--- src/rtl/ahb_pkg.sv ---
// Shared AHB encodings used by the masters, the bridge and the bus arbiter.
package ahb_pkg;

    typedef enum logic [1:0] {
        TransIdle   = 2'b00,
        TransBusy   = 2'b01,
        TransNonseq = 2'b10,
        TransSeq    = 2'b11
    } htrans_e;

    typedef enum logic [1:0] {
        StPark = 2'b00,
        StOwn0 = 2'b01,
        StOwn1 = 2'b10
    } arb_state_e;

    localparam int unsigned BeatCntW = 5;

    // BUSY or SEQ: the owner is inside a burst and must keep the bus.
    function automatic logic trans_in_burst(logic [1:0] trans);
        return (trans == TransSeq) || (trans == TransBusy);
    endfunction

    // NONSEQ or SEQ: a real transfer that counts as a beat when accepted.
    function automatic logic trans_is_beat(logic [1:0] trans);
        return (trans == TransNonseq) || (trans == TransSeq);
    endfunction

endpackage

--- src/rtl/ahb_master_mux.sv ---
// Address/control mux keyed by the address-phase owner, write-data mux keyed by the
// data-phase owner.
module ahb_master_mux (
    input  logic        hmaster_i,
    input  logic        hmaster_d_i,
    input  logic [31:0] m0_haddr_i,
    input  logic [1:0]  m0_htrans_i,
    input  logic        m0_hwrite_i,
    input  logic [31:0] m0_hwdata_i,
    input  logic [31:0] m1_haddr_i,
    input  logic [1:0]  m1_htrans_i,
    input  logic        m1_hwrite_i,
    input  logic [31:0] m1_hwdata_i,
    output logic [31:0] haddr_o,
    output logic [1:0]  htrans_o,
    output logic        hwrite_o,
    output logic [31:0] hwdata_o
);

    assign haddr_o  = hmaster_i   ? m1_haddr_i  : m0_haddr_i;
    assign htrans_o = hmaster_i   ? m1_htrans_i : m0_htrans_i;
    assign hwrite_o = hmaster_i   ? m1_hwrite_i : m0_hwrite_i;
    assign hwdata_o = hmaster_d_i ? m1_hwdata_i : m0_hwdata_i;

endmodule

--- src/rtl/ahb_bus_arbiter.sv ---
// Two-master AHB arbiter: round-robin with burst protection, a per-owner beat cap and
// a park state that presents IDLE to the bridge.
module ahb_bus_arbiter
    import ahb_pkg::*;
#(
    parameter int unsigned NUM_BEATS_MAX = 16
) (
    input  logic        hclk,
    input  logic        hresetn,
    input  logic [1:0]  hbusreq,
    input  logic [31:0] m0_haddr,
    input  logic [1:0]  m0_htrans,
    input  logic        m0_hwrite,
    input  logic [31:0] m0_hwdata,
    input  logic [31:0] m1_haddr,
    input  logic [1:0]  m1_htrans,
    input  logic        m1_hwrite,
    input  logic [31:0] m1_hwdata,
    input  logic        hr_readyout,
    output logic [1:0]  hgrant,
    output logic        hmaster,
    output logic [31:0] haddr,
    output logic [1:0]  htrans,
    output logic        hwrite,
    output logic [31:0] hwdata,
    output logic        hreadyin
);

    localparam logic [BeatCntW-1:0] MaxBeats = BeatCntW'(NUM_BEATS_MAX);

    arb_state_e          state_q, state_d;
    logic [1:0]          hgrant_q;
    logic                hmaster_q;
    logic                hmaster_d_q;
    logic [BeatCntW-1:0] beat_cnt_q;
    logic                last_q;
    logic [1:0]          owner_trans;
    logic                releasable;
    logic                handover;

    ahb_master_mux u_mux (
        .hmaster_i   (hmaster_q),
        .hmaster_d_i (hmaster_d_q),
        .m0_haddr_i  (m0_haddr),
        .m0_htrans_i (m0_htrans),
        .m0_hwrite_i (m0_hwrite),
        .m0_hwdata_i (m0_hwdata),
        .m1_haddr_i  (m1_haddr),
        .m1_htrans_i (m1_htrans),
        .m1_hwrite_i (m1_hwrite),
        .m1_hwdata_i (m1_hwdata),
        .haddr_o     (haddr),
        .htrans_o    (owner_trans),
        .hwrite_o    (hwrite),
        .hwdata_o    (hwdata)
    );

    always_comb begin
        state_d    = state_q;
        releasable = 1'b1;
        if (state_q != StPark) begin
            releasable = !trans_in_burst(owner_trans) &&
                         (!hbusreq[hmaster_q] || (owner_trans == TransIdle) ||
                          ((beat_cnt_q >= MaxBeats) && (owner_trans == TransNonseq)));
        end
        if (releasable) begin
            unique case (hbusreq)
                2'b11:   state_d = last_q ? StOwn0 : StOwn1;
                2'b01:   state_d = StOwn0;
                2'b10:   state_d = StOwn1;
                default: state_d = StPark;
            endcase
        end
        handover = (state_d != state_q);
        // A NONSEQ that loses the bus is withheld; the master re-issues it later.
        htrans = ((state_q == StPark) || handover) ? TransIdle : owner_trans;
    end

    always_ff @(posedge hclk or negedge hresetn) begin
        if (!hresetn) begin
            state_q     <= StPark;
            hgrant_q    <= 2'b01;
            hmaster_q   <= 1'b0;
            hmaster_d_q <= 1'b0;
            beat_cnt_q  <= '0;
            last_q      <= 1'b1;
        end else if (hr_readyout) begin
            state_q     <= state_d;
            hgrant_q    <= (state_d == StOwn1) ? 2'b10 : 2'b01;
            hmaster_q   <= (state_d == StOwn1);
            hmaster_d_q <= hmaster_q;
            if (handover) begin
                beat_cnt_q <= '0;
                if (state_d != StPark) begin
                    last_q <= (state_d == StOwn1);
                end
            end else if (trans_is_beat(htrans) && (beat_cnt_q < MaxBeats)) begin
                beat_cnt_q <= beat_cnt_q + 5'd1;
            end
        end
    end

    assign hgrant   = hgrant_q;
    assign hmaster  = hmaster_q;
    assign hreadyin = hr_readyout;

endmodule

--- config.mk ---
export PLATFORM = sky130hd
export DESIGN_NAME = ahb_bus_arbiter
export DESIGN_NICKNAME = d
export VERILOG_FILES = /design/src/rtl/ahb_pkg.sv /design/src/rtl/ahb_master_mux.sv /design/src/rtl/ahb_bus_arbiter.sv
export SDC_FILE = /design/constraint.sdc
export NUM_CORES = 1
export LEC_CHECK = 0
export BUFFER_PORTS_ARGS = -buffer_cell sky130_fd_sc_hd__buf_2
export CAP_MARGIN = 20
export CELL_PAD_IN_SITES_DETAIL_PLACEMENT = 0
export CELL_PAD_IN_SITES_GLOBAL_PLACEMENT = 1
export CORE_MARGIN = 4
export CORE_UTILIZATION = 23
export CTS_BUF_LIST = sky130_fd_sc_hd__clkbuf_2
export DETAILED_ROUTE_END_ITERATION = 6
export GPL_ROUTABILITY_DRIVEN = 1
export PLACE_DENSITY = 0.78
export SLEW_MARGIN = 15
export SYNTH_ARGS = -nofsm -noshare
export SYNTH_HDL_FRONTEND = slang
export SYNTH_HIERARCHICAL = 1
export SYNTH_SLANG_ARGS = --single-unit
--- constraint.sdc ---
create_clock -name hclk -period 2.8 [get_ports hclk]
set_input_delay 0.28 -clock hclk [delete_from_list [all_inputs] [get_ports hclk]]
set_output_delay 0.28 -clock hclk [all_outputs]
set_load 0.01 [all_outputs]
Yosys cells after proc, flatten, opt, wreduce, memory -nomap -nowiden
Cells that the tools add are included.

word-level totals
  register bits = 12
  output and inout port bits = 71

operators by class
  $add $sub $neg = 1
  magnitude comparators = 3
  equal/unequal tests = 10
  muxes and demuxes = 14
  reductions and logical operators = 17

operators by type and width
  kind                 count
  $mux 32              2
  $eq 2x2->1 const B   7
  $mux 2               5
  $mux 5               2
  $pmux 2 s3           1
  $reduce_bool 2->1    3
  $add 5x1->5 const B  1
  $ge 5x5->1 const B   1
  $logic_or 1x1->1     5
  $lt 5x5->1 const B   1
  $eq 2x1->1 const B   2
  $logic_not 2->1      2
  $mux 1               4
  $logic_and 1x1->1    3
  $reduce_and 3->1     1
  $logic_not 1->1      2
  $lt 1x2->1 const B   1
  $ne 2x2->1           1
  $reduce_and 2->1     1

Depth between registers and ports, before layout
Gate-level depths: netlist of run 1.

  word-level depth = 16
  depth in mapped cells = 6

By module
Netlist of run 1, hierarchy kept.

modules (own cells, without submodules)
  module           times used  cells an instance  area an instance (um^2)  sequential area each (um^2)
  ahb_master_mux   1           75                 1096.1                   0.0
  ahb_bus_arbiter  1           69                 729.4                    277.8

Worst setup path before layout of run 1
Ideal clock, no wire load.

  kind = register to register
  from = reg hgrant[1] (netlist name)
  to = reg beat_cnt_q[1]
  arrival time = 1.904 ns
  required time = 2.668 ns
  slack = 0.764 ns
  stages on the path, launching flop included = 7
  path buffers = 1
  clock period less this slack = 2.036 ns
  cells stage by stage = dfrtp_1 buf_6 mux2_2 and2b_2 a21o_4 a221oi_4 o32ai_1

RTL lines
  item                    RTL line               source
  end signal: assignment  ahb_bus_arbiter.sv:98  beat_cnt_q <= beat_cnt_q + 5'd1;
  end: declaration        ahb_bus_arbiter.sv:35  logic [BeatCntW-1:0] beat_cnt_q;

==> metrics.md, run 1 <==
| Metric | Value |
|---|---|
| Run status | complete, no violations |
| Nets in the synthesized netlist | 285 |
| Clock latency on the worst-skew pair | 260 ps |
| Count of state elements after synthesis | 11 |
| Mean cell area of the mapped netlist | 12.7 um^2 |
| Total CTS buffers | 3 |
| Post-route non-filler standard cell count | 450 |
| Critical Path Fanout Max | 8 |
| Type of destination of the critical path | output port |
| Number of placed instances, taps included | 445 |
| Capturing point of the worst reg2reg path | beat_cnt_q[1]$_DFFE_PN0P_ |
| Post-place instance area | 2870 um^2 |
| # clock sinks | 11 |
| Number of nets at the end of the flow | 490 |
| Number of failing hold endpoints at the final stage | 0 |
| Fmax | 437 MHz |
| Slew margin rel. | 0.364 |
| Crit path required time | 2520 ps |
| Switching power as a share of total power | 0.430 |
| Final cycle utilization of the critical path | 0.817 |
| Count of input and output buffers | 209 |
| Slew at the pin with the worst max-slew slack | 953 ps |
| Biggest area contributors in the synthesized netlist | sky130_fd_sc_hd__mux2_4, sky130_fd_sc_hd__dfrtp_1, sky130_fd_sc_hd__mux2_2 |
| Seq pwr share | 0.199 |
| Quantity of gates resized following cts | 0 |
| Kind of start point of the critical path | flip-flop |
| Buf+Inv Stages, Crit Path | 1 |
| Total leakage power | 1.64 nW |
| Count of final max-slew check failures | 0 |
| Cell count after synthesis | 144 |
| Height of the die | 97.1 um |
| Number of primary I/O pins | 210 |
| Worst IR Drop VDD | 0.394 mV |
| Vias | 1960 |
| Core area | 7730 um^2 |
| Reg2Reg Launch Point | hgrant[1]$_DFFE_PN0P_ |
| First-pass GRT wire length | 11.0 mm |
| Drt via density | 4.36 |
| Combinational share of power | 0.753 |
| Hold endpoint | last_q$_DFFE_PN1P_ |
| Level count of the clock H-tree | 1 |
| Part of the power in the clock network | 0.048 |
| Worst R2R Path Depth | 5 |
| CP max stage cell | sky130_fd_sc_hd__dfrtp_2 |
| Footprint of the flip-flops and latches | 280 um^2 |
| Total negative slack for setup checks | 0 ps |
| Die ar. | 9430 um^2 |
| Global-route usage over all layers | 0.139 |
| Number of warning messages in the yosys log | 6 |
| Unique cell type count in the Yosys netlist | 44 |
| Antenna diodes | 0 |
| Crit path max-delay family | flip-flops |
| Unrepaired setup endpoints after global routing | no |
| Clock skew after layout | 8.37 ps |
| Number of setup violations in the final report | 0 |
| Pin count of the biggest net entering global routing | 35 |
| Initial antenna violation count | 0 |
| First DRT Iteration DRCs | 32 |
| Total internal power | 1.15 mW |
| Clock period minus final worst setup slack | 2290 ps |
| Area share of the leading cell type in the synthesized netlist | 0.502 |
| Routability congestion estimate from global placement | 0.916 |
| Library cell with the largest summed area after synthesis | sky130_fd_sc_hd__mux2_4 |
| Via count of the first global-routing pass | 2052 |
| Starting density of the core | 0.236 |
| Clock tree root buffer cell | sky130_fd_sc_hd__clkbuf_2 |
| Utilization after layout | 0.376 |
| Number of violations of the max-capacitance limit | 0 |
| Crit Path Category | flip-flop to output port |
| Flop2flop setup slack | 820 ps |
| Most common flop cell mapped by yosys | sky130_fd_sc_hd__dfrtp_1 |
| Number of cells on the critical path | 6 |
| Ratio of cells with drive above 1 in the final layout | 0.848 |
| Clk buf depth | 2 |
| Cell count of the worst hold path | 3 |
| Data arrival time at the worst-slack endpoint | 2010 ps |
| Post-route ant nets | 0 |
| Register clock-pin slew on the reported worst setup and hold paths | 130 ps |
| CTS tree | built |
| Portion of the post-synthesis area used by sequential elements | 0.152 |
| Non-Filler Cell Area, Final | 2900 um^2 |
| Chip width | 97.1 um |
| Overall overflow remaining after global route | 0 |
| Relative area change from synthesis to final layout | 59.0% |
| Net switching power of the design | 867 uW |
| Worst stage delay on the critical path | 470 ps |
| Num rows | 32 |
| Cell Pwr Density | 695 nW/um^2 |
| Detailed placer's ending HPWL | 6.23 mm |
| Hold Path Class | input port to flip-flop |
| Length of the first detailed-routing pass in iterations | 4 |
| Cell Chain, Critical Path | mux2_2 > and2b_2 > a21o_4 > o21ai_1 > nor3b_1 > buf_2 |
| DR DRC count | 0 |
| Netlist Area Pre-Place | 1830 um^2 |
| Async set-or-reset flop fraction in the synthesized netlist | 1.00 |
| Fillcell total | 805 |
| Final Routed Wirelength | 7.05 mm |
| Post-synth EDFFs | 0 |
| Multi-input gate area | 1400 um^2 |
| Wire length per cell | 15.7 um |
| HP Start | hr_readyout |
-- layer usage --
metal  vias up  wire length [um]  GRT usage
met4         0                41     0.0173
li1        946                 -          -
met1       915              2670      0.157
met5         -                 0          0
met3         7               484     0.0366
met2        92              3850      0.267
-- synthesized netlist by cell type (2+ instances only) --
cell type	n
sky130_fd_sc_hd__dfstp_2	2
sky130_fd_sc_hd__a21boi_0	2
sky130_fd_sc_hd__mux2_2	8
sky130_fd_sc_hd__buf_12	3
sky130_fd_sc_hd__mux2_4	61
sky130_fd_sc_hd__o21ai_1	2
sky130_fd_sc_hd__nor2_1	6
sky130_fd_sc_hd__buf_6	5
sky130_fd_sc_hd__ha_1	2
sky130_fd_sc_hd__buf_4	2
sky130_fd_sc_hd__xnor2_1	2
sky130_fd_sc_hd__a32o_1	2
sky130_fd_sc_hd__nand2_1	2
sky130_fd_sc_hd__nor3b_1	2
sky130_fd_sc_hd__dfrtp_1	9
sky130_fd_sc_hd__o2bb2ai_1	2
sky130_fd_sc_hd__a21oi_1	2
sky130_fd_sc_hd__inv_1	4
-- cells in the final DEF, fill, tap and decap left out, drive strengths merged, types with 3 or more instances in the layout --
cell,count
nor2,7
o21ai,3
a221oi,3
buf,210
dfrtp,9
inv,4
clkbuf,4
mux2,69
-- stage by stage --
stage	setup slack, ps	hold slack [ps]	total power, mW
2_1_floorplan	764	-15.6	1.57
4_1_cts	492	355	2.04
5_1_grt	382	336	2.16
6_report	513	366	2.02
3_5_place_dp	823	177	1.94
3_3_place_gp	846	172	1.92
-- repair_timing --
| item | CTS | global route |
|---|---|---|
| hold endpoints to repair | 9 | 0 |
| setup endpoints to repair | 0 | 0 |
| hold buffers | 1 | 0 |
| setup buffers | 0 | 0 |
-- worst max path at each step --
stage / startpoint / end
2_1_floorplan: hgrant[1]$_DFFE_PN0P_ / beat_cnt_q[1]$_DFFE_PN0P_
3_3_place_gp: hgrant[1]$_DFFE_PN0P_ / htrans[1]
3_5_place_dp: hgrant[1]$_DFFE_PN0P_ / htrans[1]
4_1_cts: hgrant[1]$_DFFE_PN0P_ / htrans[1]
5_1_grt: hgrant[1]$_DFFE_PN0P_ / htrans[1]
6_report: hgrant[1]$_DFFE_PN0P_ / htrans[1]
-- power groups by stage --
stage / Sequential (mW) / Combinational (mW) / Clock [mW]
CTS: 0.404 / 1.53 / 0.102
global placement: 0.403 / 1.52 / 0
global route: 0.424 / 1.62 / 0.112
finish: 0.401 / 1.52 / 0.0975
detailed placement: 0.406 / 1.53 / 0
floorplan: 0.273 / 1.29 / 0
-- state kept, by name, indices dropped and copies added (netlist names) --
| signal | flops |
|---|---|
| beat_cnt_q | 5 |
| hgrant | 2 |
| state_q | 2 |
| hmaster_d_q | 1 |
| last_q | 1 |
-- cells by family (layout without fill, tap and decap cells) --
logic type / Yosys count / after routing / synth area share
xor gates and xnor gates: 3 / 3 / 0.0144
muxes: 69 / 69 / 0.551
AOI/OAI and AO/OA: 23 / 23 / 0.117
DFF: 11 / 11 / 0.152
and+or+nand+nor: 21 / 21 / 0.0692
adders and majority gates: 2 / 2 / 0.0137
buffers and inverters: 15 / 219 / 0.0829
-- worst min-delay path, cell delays in order --
cell                       delay [ps]
sky130_fd_sc_hd__buf_2            150
sky130_fd_sc_hd__o21ai_0          130
sky130_fd_sc_hd__a221oi_2          70
-- area by class of cell --
cell class / instances / share of cell area
clock buffers: 4 / 0.00690
multi-input cells: 118 / 0.481
inverters: 4 / 0.00517
repair buffers: 211 / 0.366
well taps: 102 / 0.0440
flip-flops and latches: 11 / 0.0966
No activity file was read; power rests on OpenSTA's default activity.
==> run 2: changes to the inputs <==
- CORE_UTILIZATION: 23 -> 21
- PLACE_DENSITY: 0.78 -> 0.75
- clock period: 2.8 -> 1.9 ns (I/O delays scaled with it)
==> run 2 against run 1 <==
Against the previous run: largest power group unchanged; largest cell class unchanged; final cell count up 3.6%; design area up 6.7%; sequential share of layout area down 0.61 points; setup slack worse by 610 ps; critical path depth unchanged; die area up 8.7%; clock-buffer cell count unchanged; via count up 1.5%; sequential power up 10%; clock power up 47%; flip-flop and latch count unchanged; non-clock buffer count up 13; the run now ends with setup timing left.
==> metrics.md, run 2 (same netlist as run 1, synthesis figures left out) <==
| Metric | Value |
|---|---|
| Cell Chain, Critical Path | mux2_4 > and2b_2 > a21o_4 > o21ai_4 > nor3b_2 > buf_2 |
| Clock tree root buffer cell | sky130_fd_sc_hd__clkbuf_2 |
| CTS tree | built |
| Violated checks | setup timing |
| Post-route ant nets | 0 |
| Fillcell total | 870 |
| Cell Pwr Density | 1080 nW/um^2 |
| Type of destination of the critical path | output port |
| Data arrival time at the worst-slack endpoint | 1800 ps |
| Most common library cell in the layout ignoring fill and taps | sky130_fd_sc_hd__buf_2 |
| Number of violations of the max-capacitance limit | 0 |
| # clock sinks | 11 |
| Clock latency on the worst-skew pair | 270 ps |
| Net switching power of the design | 1.38 mW |
| Core area | 8340 um^2 |
| Clk buf depth | 2 |
| Worst IR Drop VDD | 0.556 mV |
| Global-route usage over all layers | 0.117 |
| Number of failing hold endpoints at the final stage | 0 |
| Chip width | 101 um |
| First DRT Iteration DRCs | 39 |
| Worst R2R Path Depth | 10 |
| Die ar. | 10200 um^2 |
| Dpl ws | 64.7 ps |
| Routability congestion estimate from global placement | 0.898 |
| HP Start | hr_readyout |
| Length of the first detailed-routing pass in iterations | 5 |
| Number of setup violations in the final report | 5 |
| Initial antenna violation count | 0 |
| Clock skew after layout | 13.2 ps |
| Kind of start point of the critical path | flip-flop |
| Buf+Inv Stages, Crit Path | 1 |
| Hold endpoint | last_q$_DFFE_PN1P_ |
| Number of primary I/O pins | 210 |
| Seq pwr share | 0.133 |
| Register clock-pin slew on the reported worst setup and hold paths | 130 ps |
| Critical Path Fanout Max | 2 |
| Register ranked first by flip-flop count | beat_cnt_q |
| Commonest non-fill, non-tap cells in the layout | sky130_fd_sc_hd__buf_2, sky130_fd_sc_hd__mux2_4, sky130_fd_sc_hd__buf_4, sky130_fd_sc_hd__mux2_2, sky130_fd_sc_hd__dfrtp_1 |
| Wire length per cell | 14.7 um |
| Starting density of the core | 0.219 |
| Total internal power | 1.95 mW |
| Detailed placer's ending HPWL | 5.94 mm |
| CP max stage cell | sky130_fd_sc_hd__dfrtp_2 |
| Count of final max-slew check failures | 0 |
| Drt via density | 4.27 |
| Power consumption | 3.33 mW |
| Height of the die | 101 um |
| Count of input and output buffers | 209 |
| Run status | complete, but fails checks |
| Combinational share of power | 0.824 |
| Crit Path Category | flip-flop to output port |
| Crit path required time | 1710 ps |
| Reg2Reg Launch Point | hgrant[1]$_DFFE_PN0P_ |
| Pin count of the biggest net entering global routing | 35 |
| DR DRC count | 0 |
| Num rows | 33 |
| Level count of the clock H-tree | 1 |
| Total negative slack for setup checks | -208 ps |
| Unrepaired setup endpoints after global routing | yes |
| Slew margin rel. | 0.688 |
| Clock period minus final worst setup slack | 1990 ps |
| Flop2flop setup slack | -90 ps |
| Fmax | 501 MHz |
| First-pass GRT wire length | 9.83 mm |
| Relative area change from synthesis to final layout | 69.7% |
| Part of the power in the clock network | 0.043 |
| Capturing point of the worst reg2reg path | beat_cnt_q[1]$_DFFE_PN0P_ |
| Crit path max-delay family | flip-flops |
| Number of nets at the end of the flow | 503 |
| Switching power as a share of total power | 0.415 |
| Hold Path Class | input port to flip-flop |
| Total CTS buffers | 3 |
| Total leakage power | 1.73 nW |
| Max reg flops | 5 |
| Via count of the first global-routing pass | 2069 |
| Vias | 1990 |
| Slew at the pin with the worst max-slew slack | 464 ps |
| Cell count of the worst hold path | 3 |
| Worst stage delay on the critical path | 430 ps |
| Worst Setup Slack, final | -94.3 ps |
| Antenna diodes | 0 |
| Final Routed Wirelength | 6.86 mm |
| Ratio of cells with drive above 1 in the final layout | 0.873 |
| Overall overflow remaining after global route | 0 |
| Final cycle utilization of the critical path | 1.05 |
[run 2: cell type report]
cell class | count | area (um^2) | share of cell area
Clock buffer | 4 | 20.0 | 0.00646
Inverter | 4 | 15.0 | 0.00485
Multi-Input combinational cell | 118 | 1450 | 0.468
Sequential cell | 11 | 280 | 0.0905
Tap cell | 105 | 131 | 0.0424
Timing Repair Buffer | 224 | 1200 | 0.388
[run 2: repair_timing]
| item | CTS | global route |
|---|---|---|
| setup buffers | 8 | 1 |
| gates resized for setup | 4 | 10 |
| cloned | 0 | 0 |
| setup endpoints to repair | 34 | 35 |
| endpoints found under the hold margin | 9 | 0 |
| pin swaps | 6 | 3 |
| hold buffers | 1 | 0 |
[run 2: worst max-delay path by stage]
stage | startpoint | end | slack [ps] | cells past startpoint
floorplan | hgrant[1]$_DFFE_PN0P_ | beat_cnt_q[1]$_DFFE_PN0P_ | -30 | 6
finish | hgrant[1]$_DFFE_PN0P_ | htrans[1] | -90 | 6
global route | hgrant[1]$_DFFE_PN0P_ | htrans[1] | -150 | 6
global placement | hgrant[1]$_DFFE_PN0P_ | beat_cnt_q[1]$_DFFE_PN0P_ | 110 | 5
CTS | hgrant[1]$_DFFE_PN0P_ | htrans[1] | -70 | 6
detailed placement | hgrant[1]$_DFFE_PN0P_ | beat_cnt_q[1]$_DFFE_PN0P_ | 60 | 5
[run 2: metal layers]
metal	GRT usage	vias up	wire length, um
li1	-	976	-
met1	0.128	919	2340
met2	0.237	93	3820
met3	0.0179	2	674
met4	0.0184	0	20
met5	0	-	0
[run 2: power groups by stage]
stage | combinational (mW) | clock [mW] | sequential (mW)
finish | 2.75 | 0.143 | 0.443
global route | 2.93 | 0.158 | 0.459
CTS | 2.66 | 0.147 | 0.441
detailed placement | 2.48 | 0 | 0.445
global placement | 2.46 | 0 | 0.445
floorplan | 1.91 | 0 | 0.404
[run 2: worst register-to-register path: stages, from the launching register on]
cell and delay (ps):
sky130_fd_sc_hd__dfrtp_2 430, sky130_fd_sc_hd__mux2_4 310, sky130_fd_sc_hd__and2b_2 220, sky130_fd_sc_hd__a21o_4 240, sky130_fd_sc_hd__o21ai_4 130, sky130_fd_sc_hd__buf_4 120
sky130_fd_sc_hd__buf_4 90, sky130_fd_sc_hd__buf_4 90, sky130_fd_sc_hd__buf_4 90, sky130_fd_sc_hd__buf_4 90, sky130_fd_sc_hd__o32ai_2 50
[run 2: through the flow]
| step | area [um^2] | instances | utilization | hold slack (ps) |
|---|---|---|---|---|
| 2_1_floorplan | 1830 | 144 | - | -106 |
| 3_3_place_gp | 2920 | 452 | 0.350 | 76.5 |
| 3_5_place_dp | 2920 | 452 | 0.350 | 83.9 |
| 4_1_cts | 3040 | 465 | 0.365 | 253 |
| 5_1_grt | 3100 | 466 | 0.371 | 283 |
| 6_report | 3100 | 466 | 0.371 | 262 |
==> run 3: changes to the inputs <==
- GPL_TIMING_DRIVEN: unset -> 0
- PLACE_DENSITY: 0.75 -> 0.87
==> run 3 against run 2 <==
Against the previous run: the flow still finishes with violations (setup timing); via count increased by 2.9%; critical path type unchanged; register-to-register slack got worse by 90 ps; flip-flop and latch count unchanged; clock power about the same; highest routed layer unchanged.
==> metrics.md, run 3 (same netlist as run 1, synthesis figures left out) <==
| Metric | Value |
|---|---|
| Run status | complete, but fails checks |
| Violated checks | setup timing |
| Antenna diodes | 0 |
| Data arrival time at the worst-slack endpoint | 1910 ps |
| Flop2flop setup slack | -180 ps |
| Number of primary I/O pins | 210 |
| Chip width | 101 um |
| Wire length per cell | 15.7 um |
| Dpl ws | -231 ps |
| Via count of the first global-routing pass | 2090 |
| Slew at the pin with the worst max-slew slack | 473 ps |
| Clk buf depth | 2 |
| Ratio of cells with drive above 1 in the final layout | 0.877 |
| Max reg flops | 5 |
| Detailed placer's ending HPWL | 6.20 mm |
| Unrepaired setup endpoints after global routing | yes |
| DR DRC count | 0 |
| Kind of start point of the critical path | flip-flop |
| Crit path required time | 1710 ps |
| Pin count of the biggest net entering global routing | 12 |
| Level count of the clock H-tree | 1 |
| Clock latency on the worst-skew pair | 260 ps |
| Post-route ant nets | 0 |
| Register ranked first by flip-flop count | beat_cnt_q |
| Critical Path Fanout Max | 3 |
| Register clock-pin slew on the reported worst setup and hold paths | 110 ps |
| Commonest non-fill, non-tap cells in the layout | sky130_fd_sc_hd__buf_2, sky130_fd_sc_hd__mux2_4, sky130_fd_sc_hd__buf_6, sky130_fd_sc_hd__buf_4, sky130_fd_sc_hd__dfrtp_1 |
| Relative area change from synthesis to final layout | 91.8% |
| Utilization after layout | 0.420 |
| Final Routed Wirelength | 7.52 mm |
| Total CTS buffers | 3 |
| Length of the first detailed-routing pass in iterations | 4 |
| Global-route usage over all layers | 0.124 |
| Power consumption | 3.94 mW |
| Worst R2R Path Depth | 8 |
| First-pass GRT wire length | 10.4 mm |
| Starting density of the core | 0.219 |
| Initial antenna violation count | 0 |
| Number of nets at the end of the flow | 516 |
| Count of final max-slew check failures | 0 |
| First DRT Iteration DRCs | 32 |
| Cell Pwr Density | 1120 nW/um^2 |
| End point of the critical path | htrans[1] |
| Number of violations of the max-capacitance limit | 0 |
| Start point of the critical path | hgrant[1]$_DFFE_PN0P_ |
| Clock period minus final worst setup slack | 2100 ps |
| Capturing point of the worst reg2reg path | beat_cnt_q[1]$_DFFE_PN0P_ |
| Routability congestion estimate from global placement | 0.855 |
| Final cycle utilization of the critical path | 1.11 |
| Type of destination of the critical path | output port |
| Number of setup violations in the final report | 9 |
| Total leakage power | 1.90 nW |
| Clock tree root buffer cell | sky130_fd_sc_hd__clkbuf_2 |
| Number of failing hold endpoints at the final stage | 0 |
| Reg2Reg Launch Point | hgrant[1]$_DFFE_PN0P_ |
| Worst Setup Slack, final | -200 ps |
| Vias | 2048 |
| Fillcell total | 824 |
| Crit Path Category | flip-flop to output port |
| Count of input and output buffers | 209 |
| Die ar. | 10200 um^2 |
| CTS tree | built |
| Clock skew after layout | 0.840 ps |
| Overall overflow remaining after global route | 0 |
| Hold Path Class | input port to flip-flop |
| Slew margin rel. | 0.683 |
| Most common library cell in the layout ignoring fill and taps | sky130_fd_sc_hd__buf_2 |
| Drt via density | 4.28 |
| Fmax | 476 MHz |
| Num rows | 33 |
| Height of the die | 101 um |
| # clock sinks | 11 |
| Worst IR Drop VDD | 0.738 mV |
| Core area | 8340 um^2 |
## run 3: how the worst min path moves through the flow
stage | startpoint | end | cells after the start
after global routing | hr_readyout | last_q$_DFFE_PN1P_ | 3
after CTS | hr_readyout | last_q$_DFFE_PN1P_ | 3
after detailed placement | hresetn | state_q[0]$_DFFE_PN0P_ | 1
final | hr_readyout | last_q$_DFFE_PN1P_ | 3
after global placement | hresetn | state_q[1]$_DFFE_PN0P_ | 1
after floorplan | hresetn | beat_cnt_q[0]$_DFFE_PN0P_ | 0
## run 3: report_power, final
group	internal [mW]	total (mW)	switching (mW)
Sequential	0.325	0.411	0.0855
Combinational	2.04	3.39	1.35
Clock	0.0558	0.140	0.0842
## run 3: metal layers
metal  GRT usage  routed length (um)
met5           0                   0
met4      0.0204                  29
met2       0.240                4250
met3      0.0172                 593
met1       0.145                2640
## run 3: stage by stage
step	hold slack [ps]	instance area [um^2]	cells	setup TNS (ps)
final	243	3500	479	-1170
after global routing	272	3500	479	-2360
after CTS	255	3170	474	-1140
after detailed placement	79.2	3010	458	-1460
after global placement	75.7	3010	458	-1250
after floorplan	-106	1830	144	-31.0
## run 3: critical path: stages (launching register included)
cell and delay, ps:
sky130_fd_sc_hd__dfrtp_2 450, sky130_fd_sc_hd__buf_8 130, sky130_fd_sc_hd__mux2_4 300, sky130_fd_sc_hd__and2b_2 210, sky130_fd_sc_hd__a21o_4 220, sky130_fd_sc_hd__o21ai_4 130
sky130_fd_sc_hd__nor3b_2 70, sky130_fd_sc_hd__buf_2 140
## run 3: layout make-up
cell class | instances | area [um^2] | share of cell area
Timing Repair Buffer | 226 | 1460 | 0.416
Buffer | 11 | 143 | 0.0407
Inverter | 4 | 15.0 | 0.00429
Tap cell | 105 | 131 | 0.0375
Clock buffer | 4 | 20.0 | 0.00572
Sequential cell | 11 | 279 | 0.0797
Multi-Input combinational cell | 118 | 1460 | 0.416
## run 3: timing repair
action                                 CTS  global route
setup endpoints to repair               10            41
setup buffers                           13             2
gates resized for setup                  7            45
pin swaps                                5             8
endpoints found under the hold margin    9             0
hold buffers                             1             0
cloned                                   0             3
